<file path="src/rtl/rvdff_skid_w34.sv">
// ---------------------------------------------------------------------------
// rvdff_skid_w34
//   Two-entry registered skid buffer with valid/ready handshakes on both sides.
//   Every combinational path between the input side and the output side is
//   broken by flops. It streams one beat per cycle with no bubbles. It absorbs
//   one extra beat in the skid register when the consumer stalls.
//
// Ports
//   clk        clock, all state changes on posedge
//   rst        synchronous active-high reset; highest priority
//   flush      synchronous flush; drops buffered entries and blocks transfers
//   in_valid   upstream offers in_data
//   in_ready   buffer can accept (registered flag, gated only by flush)
//   in_data    upstream payload
//   out_valid  out_data holds the oldest buffered entry
//   out_ready  downstream accepts out_data this cycle
//   out_data   oldest entry, driven directly from the head register
//   occupancy  number of buffered entries (0..2)
// ---------------------------------------------------------------------------
module rvdff_skid_w34 #(
   parameter int unsigned WIDTH = 34
) (
   input  logic             clk,
   input  logic             rst,
   input  logic             flush,
   input  logic             in_valid,
   output logic             in_ready,
   input  logic [WIDTH-1:0] in_data,
   output logic             out_valid,
   input  logic             out_ready,
   output logic [WIDTH-1:0] out_data,
   output logic [1:0]       occupancy
);

   // State encoding equals the entry count, so occupancy is the state itself.
   typedef enum logic [1:0] {
      ST_EMPTY = 2'd0,
      ST_ONE   = 2'd1,
      ST_FULL  = 2'd2
   } state_t;

   state_t           r_state;
   state_t           w_state_nxt;
   logic [WIDTH-1:0] r_head;
   logic [WIDTH-1:0] r_skid;
   logic [WIDTH-1:0] w_head_nxt;
   logic [WIDTH-1:0] w_skid_nxt;
   logic             r_in_rdy;
   logic             r_out_vld;
   logic             w_accept;
   logic             w_drain;

   // Handshakes use the registered flags; flush blocks both sides.
   assign w_accept = in_valid  & r_in_rdy  & ~flush;
   assign w_drain  = out_ready & r_out_vld & ~flush;

   // Next-state and storage update.
   always_comb begin
      w_state_nxt = r_state;
      w_head_nxt  = r_head;
      w_skid_nxt  = r_skid;
      if (flush) begin
         w_state_nxt = ST_EMPTY;
         w_head_nxt  = '0;
         w_skid_nxt  = '0;
      end else begin
         case (r_state)
            ST_EMPTY: begin
               if (w_accept) begin
                  w_state_nxt = ST_ONE;
                  w_head_nxt  = in_data;
               end
            end
            ST_ONE: begin
               if (w_accept && w_drain) begin
                  // Streaming: the new beat replaces the one leaving.
                  w_head_nxt = in_data;
               end else if (w_accept) begin
                  w_state_nxt = ST_FULL;
                  w_skid_nxt  = in_data;
               end else if (w_drain) begin
                  w_state_nxt = ST_EMPTY;
               end
            end
            ST_FULL: begin
               if (w_drain) begin
                  w_state_nxt = ST_ONE;
                  w_head_nxt  = r_skid;
               end
            end
            default: begin
               w_state_nxt = ST_EMPTY;
            end
         endcase
      end
   end

   // State, storage and handshake flags; ready/valid flags precomputed from next state.
   always_ff @(posedge clk) begin
      if (rst) begin
         r_state   <= ST_EMPTY;
         r_head    <= '0;
         r_skid    <= '0;
         r_in_rdy  <= 1'b1;
         r_out_vld <= 1'b0;
      end else begin
         r_state   <= w_state_nxt;
         r_head    <= w_head_nxt;
         r_skid    <= w_skid_nxt;
         r_in_rdy  <= (w_state_nxt != ST_FULL);
         r_out_vld <= (w_state_nxt != ST_EMPTY);
      end
   end

   assign in_ready  = r_in_rdy  & ~flush;
   assign out_valid = r_out_vld & ~flush;
   assign out_data  = r_head;
   assign occupancy = r_state;

endmodule

</file>
<file path="config.mk">
export PLATFORM = sky130hd
export DESIGN_NAME = rvdff_skid_w34
export DESIGN_NICKNAME = d
export VERILOG_FILES = /design/src/rtl/rvdff_skid_w34.sv
export SDC_FILE = /design/constraint.sdc
export NUM_CORES = 1
export LEC_CHECK = 0
export BUFFER_PORTS_ARGS = -buffer_cell sky130_fd_sc_hd__buf_2
export CAP_MARGIN = 30
export CORE_MARGIN = 1
export CORE_UTILIZATION = 35
export CTS_BUF_LIST = sky130_fd_sc_hd__clkbuf_8 sky130_fd_sc_hd__clkbuf_16
export DETAILED_ROUTE_END_ITERATION = 8
export REMOVE_ABC_BUFFERS = 1
export SLEW_MARGIN = 0
export SYNTH_ARGS = -nofsm -noshare
export SYNTH_HDL_FRONTEND = slang
export SYNTH_SLANG_ARGS = --single-unit
</file>
<file path="constraint.sdc">
create_clock -name clk -period 1.3 [get_ports clk]
set_input_delay 0.065 -clock clk [delete_from_list [all_inputs] [get_ports clk]]
set_output_delay 0.065 -clock clk [all_outputs]
set_load 0.02 [all_outputs]
</file>
==> flow_metrics.env <==
export IMPL_worst_setup_path_start_kind="flop"
export IMPL_critical_path_max_fanout=15
export IMPL_r2r_slack_ns=-0.15
export IMPL_timing_final_max_slew_violations=0
export IMPL_synth_seq_area_share_pct=49.6
export IMPL_cts_buffer_depth=2
export IMPL_cts_num_sinks=72
export IMPL_fraction_of_layout_cells_with_a_size_suffix_above_1_pct=31.3
export IMPL_detailedRoute_firstIterationViolations=102
export IMPL_peakVddDrop_mv=0.677
export IMPL_ys_warn_count=0
export IMPL_routed_via_count=2647
export IMPL_timing_final_crit_share_pct=111
export IMPL_finalWirelength_mm=7.19
export IMPL_drt_first_pass_iters=4
export IMPL_detail_route_antenna_nets=0
export IMPL_critical_path_arrival_ns=1.70
export IMPL_ys_seq_elements=72
export IMPL_avgSynthCellArea_um2=8.92
export IMPL_outcome="finished, violations left"
export IMPL_critical_path_cell_chain="and4bb_2 -> o22a_4 -> bufbuf_16 -> a211oi_2"
export IMPL_yosys_cell_types_count=25
export IMPL_diodes=0
export IMPL_number_of_global_route_vias_before_repair=2529
export IMPL_boundary_pin_count=77
export IMPL_floorplan_initialDensity_pct=36.8
export IMPL_die_height_um=93.1
export IMPL_die_area_um2=8670
export IMPL_final_period_minus_worst_setup_slack_ns=1.45
export IMPL_failing_checks="negative setup slack"
export IMPL_final_fill_count=734
export IMPL_placement_rows=32
export IMPL_clock_buffer_count_from_cts=9
export IMPL_timing_slew_headroom_pct=84.3
export IMPL_grt_util_all_layers_pct=16.8
export IMPL_grt_overflow=0
export IMPL_antenna_violations_before_repair=0
export IMPL_cts_htree_levels=3
export IMPL_post_dp_hpwl_mm=4.30
export IMPL_power_leakage_nw=1.91
export IMPL_timing_hold_violations_final=0
export IMPL_number_of_buffers_inserted_by_port_buffering=76
export IMPL_worst_slew_pin_slew_ns=0.228
export IMPL_worst_path_largest_cell_delay_ns=0.35
export IMPL_detail_route_vias_per_cell=4.82
export IMPL_achievable_frequency_mhz=691
export IMPL_final_util_pct=54.0
export IMPL_setup_violations_final=68
export IMPL_drv_cap=0
export IMPL_area_growth_pct=46.4
export IMPL_finalPower_mw=4.56
export IMPL_cp_required_ns=1.55
export IMPL_route_detailed_wl_per_inst_um=13.1
export IMPL_core_area_um2=7890
export IMPL_grt_max_degree=39
export IMPL_setup_worst_path_class="reg -> reg"
export IMPL_worstPathBufferInverterCount=1
export IMPL_cp_end_kind="flop"
export IMPL_powerDensity_nw_per_um2=1070
export IMPL_dp_slack_ns=-0.148
export IMPL_grt_first_pass_wirelength_mm=11.5
export IMPL_timing_critical_path_max_delay_family="compound AO/OA/AOI/OAI gates"
export IMPL_post_synth_instance_area_um2=2910
export IMPL_gp_congestion=0.806
export IMPL_finish_net_count=482
export IMPL_clk_pin_slew_ns=0.07
export IMPL_rsz_0062_raised_after_global_routing="true"
export IMPL_cts_tree="done"
export IMPL_clock_latency_ns=0.34
export IMPL_drt_drc_violations_left=0
export IMPL_worst_clock_skew_ns=0.00683
export IMPL_syn_instance_count=326
export IMPL_die_width_um=93.1
export IMPL_hold_path_class="in -> reg"
export IMPL_crit_slowest_cell="dfxtp_2"
export IMPL_cts_root_buffer_cell="clkbuf_8"
export IMPL_post_route_worst_setup_slack_ns=-0.148
## metal layers
metal / vias up / track usage [%] / part of all wire [%] / wire length [um]
met1: 1203 / 20.3 / 48 / 3470
met4: 0 / 6.92 / 2.3 / 163
met5: - / 0 / 0 / 0
met3: 16 / 3.82 / 3.7 / 264
met2: 76 / 28.7 / 46 / 3290
li1: 1352 / - / - / -
## power by group
group	internal, mW	leakage, nW	switching [mW]	total (mW)
logic	0.277	1.23	0.299	0.576
clock network	0.911	0.101	0.796	1.71
registers	2.25	0.583	0.0228	2.27
## layout make-up
class                      count  area, um2  share of cell area (%)
clock inverter                 5       50.0                    1.18
multi-input combinational    226       1430                    33.5
inverter                       1       3.75                  0.0882
sequential                    72       1440                    33.9
timing repair buffer         133       1070                    25.1
clock buffer                  10        138                    3.23
tap                          102        128                    3.00
## kinds of logic after synthesis
logic type      synth area share (%)
simple gates                    16.6
compound gates                  16.7
flops                           49.6
mux                             11.7
buf+inv                         5.47
## Yosys cell counts, drive strengths merged
cell    count  area share, %
a211o       1           0.30
inv         1           0.13
clkbuf     10            1.4
mux2i      34             12
or2         1           0.22
a21o        1           0.26
a211oi     36            9.5
and4bb      1           0.43
dfxtp      72             50
nand3b      2           0.52
nor2       35            4.5
a22oi       1           0.26
and3        1           0.22
nand2b      1           0.22
nand2      70            9.0
and3b       2           0.60
nor2b       3           0.65
a21oi      35            6.0
buf        17            3.9
o22a        1           0.34
nand3       1           0.17
## repair_timing
action	in CTS	in global routing
hold buffers	34	0
cloned	2	2
pin swaps	1	2
setup buffers	0	1
hold endpoints to repair	34	0
gates resized for setup	8	34
endpoints found under the setup margin	64	68
## worst paths after layout
check / from / end / cells past startpoint
worst max-delay path: occupancy[1] / out_data[32] / 4
worst min-delay path: rst / r_out_vld / 3
worst max register to register: occupancy[1] / out_data[32] / 4
worst min register to register: r_skid[22] / r_skid[22] / 2
## cells in the final DEF, fill, tap and decap left out
| cell type | Yosys | layout |
|---|---|---|
| clkbuf_16 | 0 | 1 |
| nor2_2 | 0 | 1 |
| inv_1 | 1 | 3 |
| dfxtp_2 | 0 | 1 |
| nand3_4 | 0 | 1 |
| buf_12 | 0 | 8 |
| and4bb_2 | 0 | 1 |
| buf_2 | 10 | 76 |
| a211o_1 | 1 | 1 |
| nand3b_1 | 2 | 2 |
| a21o_1 | 1 | 1 |
| o22a_4 | 0 | 1 |
| nand2_1 | 70 | 68 |
| clkinvlp_4 | 0 | 1 |
| nand2_2 | 0 | 2 |
| dfxtp_1 | 72 | 71 |
| mux2i_1 | 34 | 34 |
| clkbuf_8 | 0 | 10 |
| a211oi_1 | 35 | 19 |
| a22oi_1 | 1 | 1 |
| dlygate4sd3_1 | 0 | 34 |
| nor2b_1 | 3 | 3 |
| a211oi_2 | 1 | 17 |
| bufbuf_16 | 0 | 1 |
| buf_4 | 4 | 7 |
| and3b_1 | 2 | 2 |
| a21oi_2 | 0 | 1 |
| and3_4 | 0 | 1 |
| nand2b_2 | 0 | 1 |
| or2_2 | 1 | 1 |
| bufinv_16 | 0 | 1 |
| buf_8 | 0 | 3 |
| nor2_1 | 35 | 34 |
| clkinv_2 | 0 | 1 |
| a21oi_1 | 35 | 34 |
| buf_6 | 3 | 3 |
## registers in the layout, summed over array words and instances (netlist names)
signal     count
out_data      34
r_skid        34
occupancy      2
r_in_rdy       1
r_out_vld      1
## through the flow
stage	instances	hold slack (ns)	instance area (um2)	TNS, ns
after floorplan	299	0.201	2750	-55.06
after global placement	495	0.319	3470	-2.56
after detailed placement	495	0.324	3470	-4.90
after CTS	546	0.110	4070	-5.52
after global routing	549	0.132	4260	-9.21
final	549	0.116	4260	-4.80
## worst reg2reg max path, delay by kind of cell (launching register included)
kind,cells,cell delay (ns)
flops,1,0.35
simple gates,1,0.26
compound gates,2,0.45
buf+inv,1,0.31
Power figures use the tool's default switching activity.
